<file path="src/rtl/generador_pwm.sv">
// PWM generator with 2047-clock period and double-buffered duty load (pending -> active at period wrap).
// Optional complementary output PWM_Out_N when PWM_COMPLEMENTARIO_EN is defined.
module generador_pwm (
    input  logic        clk,
    input  logic        reset_n,
    input  logic [10:0] Dato_In,
    input  logic        CS,
    input  logic        En,
    output logic        PWM_Out,
    output logic        Fin_Periodo,
    output logic        Dato_Ack,
`ifdef PWM_COMPLEMENTARIO_EN
    output logic        PWM_Out_N,
`endif
    output logic        Sobrecarga
);

    localparam logic [10:0] CUENTA_MAX = 11'd2046;

    typedef enum logic {IDLE, RUN} estado_t;

    estado_t     estado;
    logic        cs_prev;
    logic [10:0] pendiente;
    logic        flag_pend;
    logic [10:0] activo;
    logic [10:0] contador;

    logic cs_flanco;
    logic en_marcha;
    logic envoltura;
    logic transferencia;
    logic aplicar;
    logic pwm_nxt;

    assign cs_flanco     = CS & ~cs_prev;
    assign en_marcha     = (estado == RUN) & En;
    assign envoltura     = en_marcha & (contador == CUENTA_MAX);
    // Entering RUN loads the newest duty just like a wrap, so the first period is never stale.
    assign transferencia = ((estado == IDLE) & En) | envoltura;
    assign aplicar       = transferencia & flag_pend;
    assign pwm_nxt       = en_marcha & (contador < activo);

    // NOTE: sequential state uses non-blocking assignments so every register sees pre-edge values.
    always_ff @(posedge clk or negedge reset_n) begin
        if (!reset_n) begin
            estado      <= IDLE;
            cs_prev     <= 1'b0;
            pendiente   <= '0;
            flag_pend   <= 1'b0;
            activo      <= '0;
            contador    <= '0;
            PWM_Out     <= 1'b0;
            Fin_Periodo <= 1'b0;
            Dato_Ack    <= 1'b0;
            Sobrecarga  <= 1'b0;
        end else begin
            cs_prev     <= CS;
            estado      <= En ? RUN : IDLE;
            PWM_Out     <= pwm_nxt;
            Fin_Periodo <= envoltura;
            Dato_Ack    <= aplicar;

            if (en_marcha && !envoltura) begin
                contador <= contador + 11'd1;
            end else begin
                contador <= '0;
            end

            if (aplicar) begin
                activo    <= pendiente;
                flag_pend <= 1'b0;
            end

            // A load arriving on the transfer edge stays pending; the later write wins over the clear.
            if (cs_flanco) begin
                pendiente <= Dato_In;
                flag_pend <= 1'b1;
                if (flag_pend && !aplicar) begin
                    Sobrecarga <= 1'b1;
                end
            end
        end
    end

`ifdef PWM_COMPLEMENTARIO_EN
    // High on the IDLE->RUN edge too, so it is the inverse of PWM_Out from the first RUN cycle.
    always_ff @(posedge clk or negedge reset_n) begin
        if (!reset_n) begin
            PWM_Out_N <= 1'b0;
        end else begin
            PWM_Out_N <= En & ~pwm_nxt;
        end
    end
`endif

endmodule

</file>
<file path="config.mk">
export PLATFORM = sky130hd
export DESIGN_NAME = generador_pwm
export DESIGN_NICKNAME = d
export VERILOG_FILES = /design/src/rtl/generador_pwm.sv
export SDC_FILE = /design/constraint.sdc
export NUM_CORES = 1
export LEC_CHECK = 0
export ABC_AREA = 1
export BUFFER_PORTS_ARGS = -buffer_cell sky130_fd_sc_hd__buf_2
export CORE_MARGIN = 2
export CORE_UTILIZATION = 58
export CTS_CLUSTER_DIAMETER = 30
export CTS_CLUSTER_SIZE = 40
export DETAILED_ROUTE_END_ITERATION = 10
export GPL_TIMING_DRIVEN = 0
export PLACE_DENSITY = 0.78
export SLEW_MARGIN = 10
export SYNTH_ARGS = -nofsm -noshare
export SYNTH_HDL_FRONTEND = slang
export SYNTH_SLANG_ARGS = --single-unit
export TNS_END_PERCENT = 5
</file>
<file path="constraint.sdc">
create_clock -name clk -period 1.6 [get_ports clk]
set_clock_uncertainty 0.05 [all_clocks]
set_input_delay 0.08 -clock clk [delete_from_list [all_inputs] [get_ports clk]]
set_output_delay 0.08 -clock clk [all_outputs]
set_load 0.03 [all_outputs]
</file>
Word-level counts from Yosys, hierarchy flattened
Index checks and enable logic that the tools add are counted.
- flip-flop bits (word level): 40
- latch bits: 0
- RAM bits: 0
- memory bits (read-only): 0
- bits of input ports: 15
- word-level logic and storage cells: 32
- memories: 0
- add/subtract/negate cells: 1
- $mul: 0
- divide/modulo/power cells: 0
- magnitude comparators: 1
- equality and inequality tests: 1
- shift operators: 0
- mux-type cells: 4
- bitwise operators: 9
- reductions and logical operators: 6
- operators by type and width (operator ; count):
    11-bit by 1-bit adder with 11-bit output (second input constant) ; 1
    11-bit == test (second input constant) ; 1
    11-bit < comparator ; 1
    11-bit two-way mux ; 1
    1-bit AND ; 6
    1-bit two-way mux ; 3
    1-bit logical AND ; 2
    1-bit zero test ; 2
    1-bit inverter ; 2
    2-bit AND reduction ; 1
    2-bit nonzero test ; 1
    1-bit OR ; 1

Logic depth before layout (Yosys ltp)
- depth in word-level cells: 7
- depth in mapped cells: 10
- mapped depth without buffers: 9

Worst setup path after synthesis
OpenSTA, ideal clock, no wires.
- path kind: register to register
- start: register contador[0]
- end: register activo[10]
- arrival time: 1.279 ns
- data required time: 1.433 ns
- setup slack: 0.154 ns
- cell stages (with the launch flop): 11
- buffers on the path: 1
- clock period less this slack: 1.446 ns
- path through: dfrtp_1 > inv_1 > ha_1 > inv_1 > nor2_1 > nand3_4 > nand2_4 > nand3_4 > buf_6 > nand2_1 > nand2_1
- cells in the longest elaborated chain, start to end: 4
- RTL lines (what ; RTL line ; text):
    from (decl) ; 27 ; logic [10:0] contador;
    from (signal assigned) ; 65 ; contador <= contador + 11'd1;
    11-bit == test ; 38 ; assign envoltura = en_marcha & (contador == CUENTA_MAX);
    1-bit AND ; 38 ;
    1-bit OR ; 40 ; assign transferencia = ((estado == IDLE) & En) | envoltura;
    1-bit AND ; 41 ; assign aplicar = transferencia & flag_pend;
    to (signal assigned) ; 71 ; activo <= pendiente;
    to (decl) ; 26 ; logic [10:0] activo;
Every way passes these cells.
A chain may end at the register's enable or synchronous reset.

Worst setup path in the final report
- start: register contador[1]
- end: register contador[3]
- cells in the longest elaborated chain, start to end: 5
- elaborated cells on any way between the ends: 6
- classes of those cells: add/sub: 1; eq/ne: 1; mux: 1; bitwise: 1; reduce/logical: 2
- RTL lines (what ; RTL line ; text):
    parallel branches: the longest is 4 deep, another holds 11-bit by 1-bit adder with 11-bit output ; -- ;
    11-bit two-way mux * ; 64 ; if (en_marcha && !envoltura) begin
Mark *: on every way between the ends.

==> results.cfg <==
[global_routing]
grt-ovfl-total = 0
grt_first_pass_wirelength_um = 6348
grt_max_degree = 41
grt_use_total_pct = 23.56
antenna_found_initial = 0
grt_pass1_vias = 1552

[logic_synthesis]
syn_area_mm2 = 0.001932
synthCells = 224
ys.flop_type = dfrtp_1
syn_avg_cell_area_um2 = 8.624
synth_top_area_share_pct = 51.81
synthesis.nets = 251
yosysTopAreaCell = dfrtp_1
synth.yosys.warnings = 0
yosys-top-cells-area = dfrtp_1 52%, nand2_1 16%, ha_1 7.8%, inv_1 4.7%, nor2_1 4.1%
ys_types = 21
synth-edff-count = 0
async_flop_share_pct = 100.0
seq_area_frac_synth_pct = 51.81
ys_ff_latch = 40

[sta]
finalMaxSlewViolations = 0
timing.max_slew.rel_slack_pct = 42.67
fmax_mhz = 670.7
min_period_over_period_pct = 93.18
setup_ws_ps = 109.1
tightest_slew_ps = 859.9
rsz0062_at_grt = no
finalSetupViolations = 0
setup_tns_ps = 0
timing_hold_violations_final = 0
post-route-min-period_ps = 1491

[worst_setup_path]
cpPeakStageDelay_ps = 440
critical_path.slowest_cell = dfrtp_1
path_cells = ha_1 -> inv_1 -> nor2_2 -> nand3_4 -> nand2_1 -> nor3b_1
critPathRequiredTime_ps = 1820
cp_num_cells = 6
end_kind = flop
reg2reg_depth = 6
critPathLaunchType = flop
reg2reg_setup_slack_ps = 110
path_buf_inv = 1
cp_top_family = simple AND/OR/NAND/NOR gates
critPathMaxFanout = 10
path_class = flop to flop
worst_ep_arrival_time_ps = 1710

[route]
ant_nets = 0
viasPerCell = 4.955
drc_errors = 0
first_pass_iters = 4
wl_per_cell_um = 11.77
drt_wl_total_um = 3626
drt_iter0_markers = 76
num_vias = 1526

[place]
port_buffers = 18
gp_congestion = 0.7983
place_ws_ps = -42.00
place_inst = 286
place.detailed.hpwl_um = 2551

[layout]
antenna_cells = 0
fin_cells = 308
num-nets-final = 290
layout_common_cells = 80 x nand2_1, 40 x dfrtp_1, 24 x inv_1
drive_gt1_share_pct = 13.64
area_delta_synth_final_pct = 19.11
post-route-util_pct = 74.15
layout_commonest_cell = nand2_1

[die]
dieArea_mm2 = 0.003808
start_util_pct = 62.26
core_area_mm2 = 0.003103
pin_count = 19
die_w_um = 61.71
die-height_um = 61.71
rows = 20

[clocking]
clock-sinks = 40
clock_latency_ps = 360
clockBufferDepth = 2
cts.clk_slew.worst_paths_ps = 120
root_buffer = clkbuf_4
cts_tree = built
numCtsBuffers = 5
htreeDepth = 2

[power_and_ir_drop]
leakage_nw = 1.191
ir_worst_vdd_mv = 0.6558
power_density_mw_per_mm2 = 957.4

[outcome]
status = finished, final reports clean

[hold_path]
worstHoldPathType = primary input to async pin

[run]
cap_violations = 0
## power by group
| group | switching (W) | internal [W] |
|---|---|---|
| clock | 0.000349 | 0.000325 |
| combinational | 0.000208 | 0.000139 |
| sequential | 0.0000628 | 0.00112 |
| total | 0.000620 | 0.00158 |
## cells by family after synthesis
logic type,after synthesis,synth area share [%]
AND/OR/NAND/NOR,131,30.44
flip-flops,40,51.81
buffers and inverters,30,6.606
adder cells (fa/ha/maj),12,7.772
AO/OA/AOI/OAI,10,2.915
XOR/XNOR,1,0.4535
## synth_stat cells (2+ instances only)
cell type / count
dfrtp_1: 40
nand2_1: 80
nand4_1: 11
o21ai_0: 2
nand3_1: 6
buf_6: 2
nand3_4: 2
nand2_2: 2
nor2_1: 21
ha_1: 12
nor3_1: 5
a21oi_1: 5
inv_1: 24
clkbuf_1: 4
nor3b_1: 2
## flip-flops by register name, indices dropped and copies added, names as in the netlist
name	cells
pendiente	11
Dato_Ack	1
contador	11
flag_pend	1
Fin_Periodo	1
cs_prev	1
activo	11
estado	1
Sobrecarga	1
PWM_Out	1
## path summary, 6_finish.rpt
path | from | endpoint
max in group asynchronous | reset_n | activo[0]
max reg2reg | contador[1] | contador[3]
max | contador[1] | contador[3]
min reg2reg | Sobrecarga | Sobrecarga
min | reset_n | cs_prev
min in group clk | CS | cs_prev
## metal layers
layer  track usage, %  routed length (µm)  up-vias
met5                0                   0        -
met4            13.98                 130        0
met3            4.969                 105       12
met2            41.65                1873       28
met1            25.92                1517      699
li1                 -                   -      787
## per-stage QoR
stage | total power (W) | area [µm²] | hold WS (ps)
6_report | 0.002203 | 2301 | 301.6
4_1_cts | 0.002209 | 2307 | 310.5
3_5_place_dp | 0.001517 | 2077 | 155.9
3_3_place_gp | 0.001494 | 2077 | 152.0
5_1_grt | 0.002344 | 2301 | 338.2
2_1_floorplan | 0.001409 | 1932 | -265.6
## repair_timing
item | 4_1_cts | 5_1_grt
setup endpoints to repair | 13 | 5
hold endpoints to repair | 55 | 0
hold buffers | 14 | 0
pin swaps | 0 | 3
setup buffers | 1 | 0
resized for setup | 1 | 1
gates cloned | 0 | 0
## layout make-up
type	count	area [µm²]
Timing Repair Buffer	33	237.7
Sequential cell	40	1001
Buffer	5	26.28
Clock buffer	5	37.54
Clock inverter	3	42.54
Fill cell	257	802.0
Multi-Input combinational cell	154	810.8
Inverter	24	90.09
Tap cell	44	55.05
(Power assumes the default switching activity.)
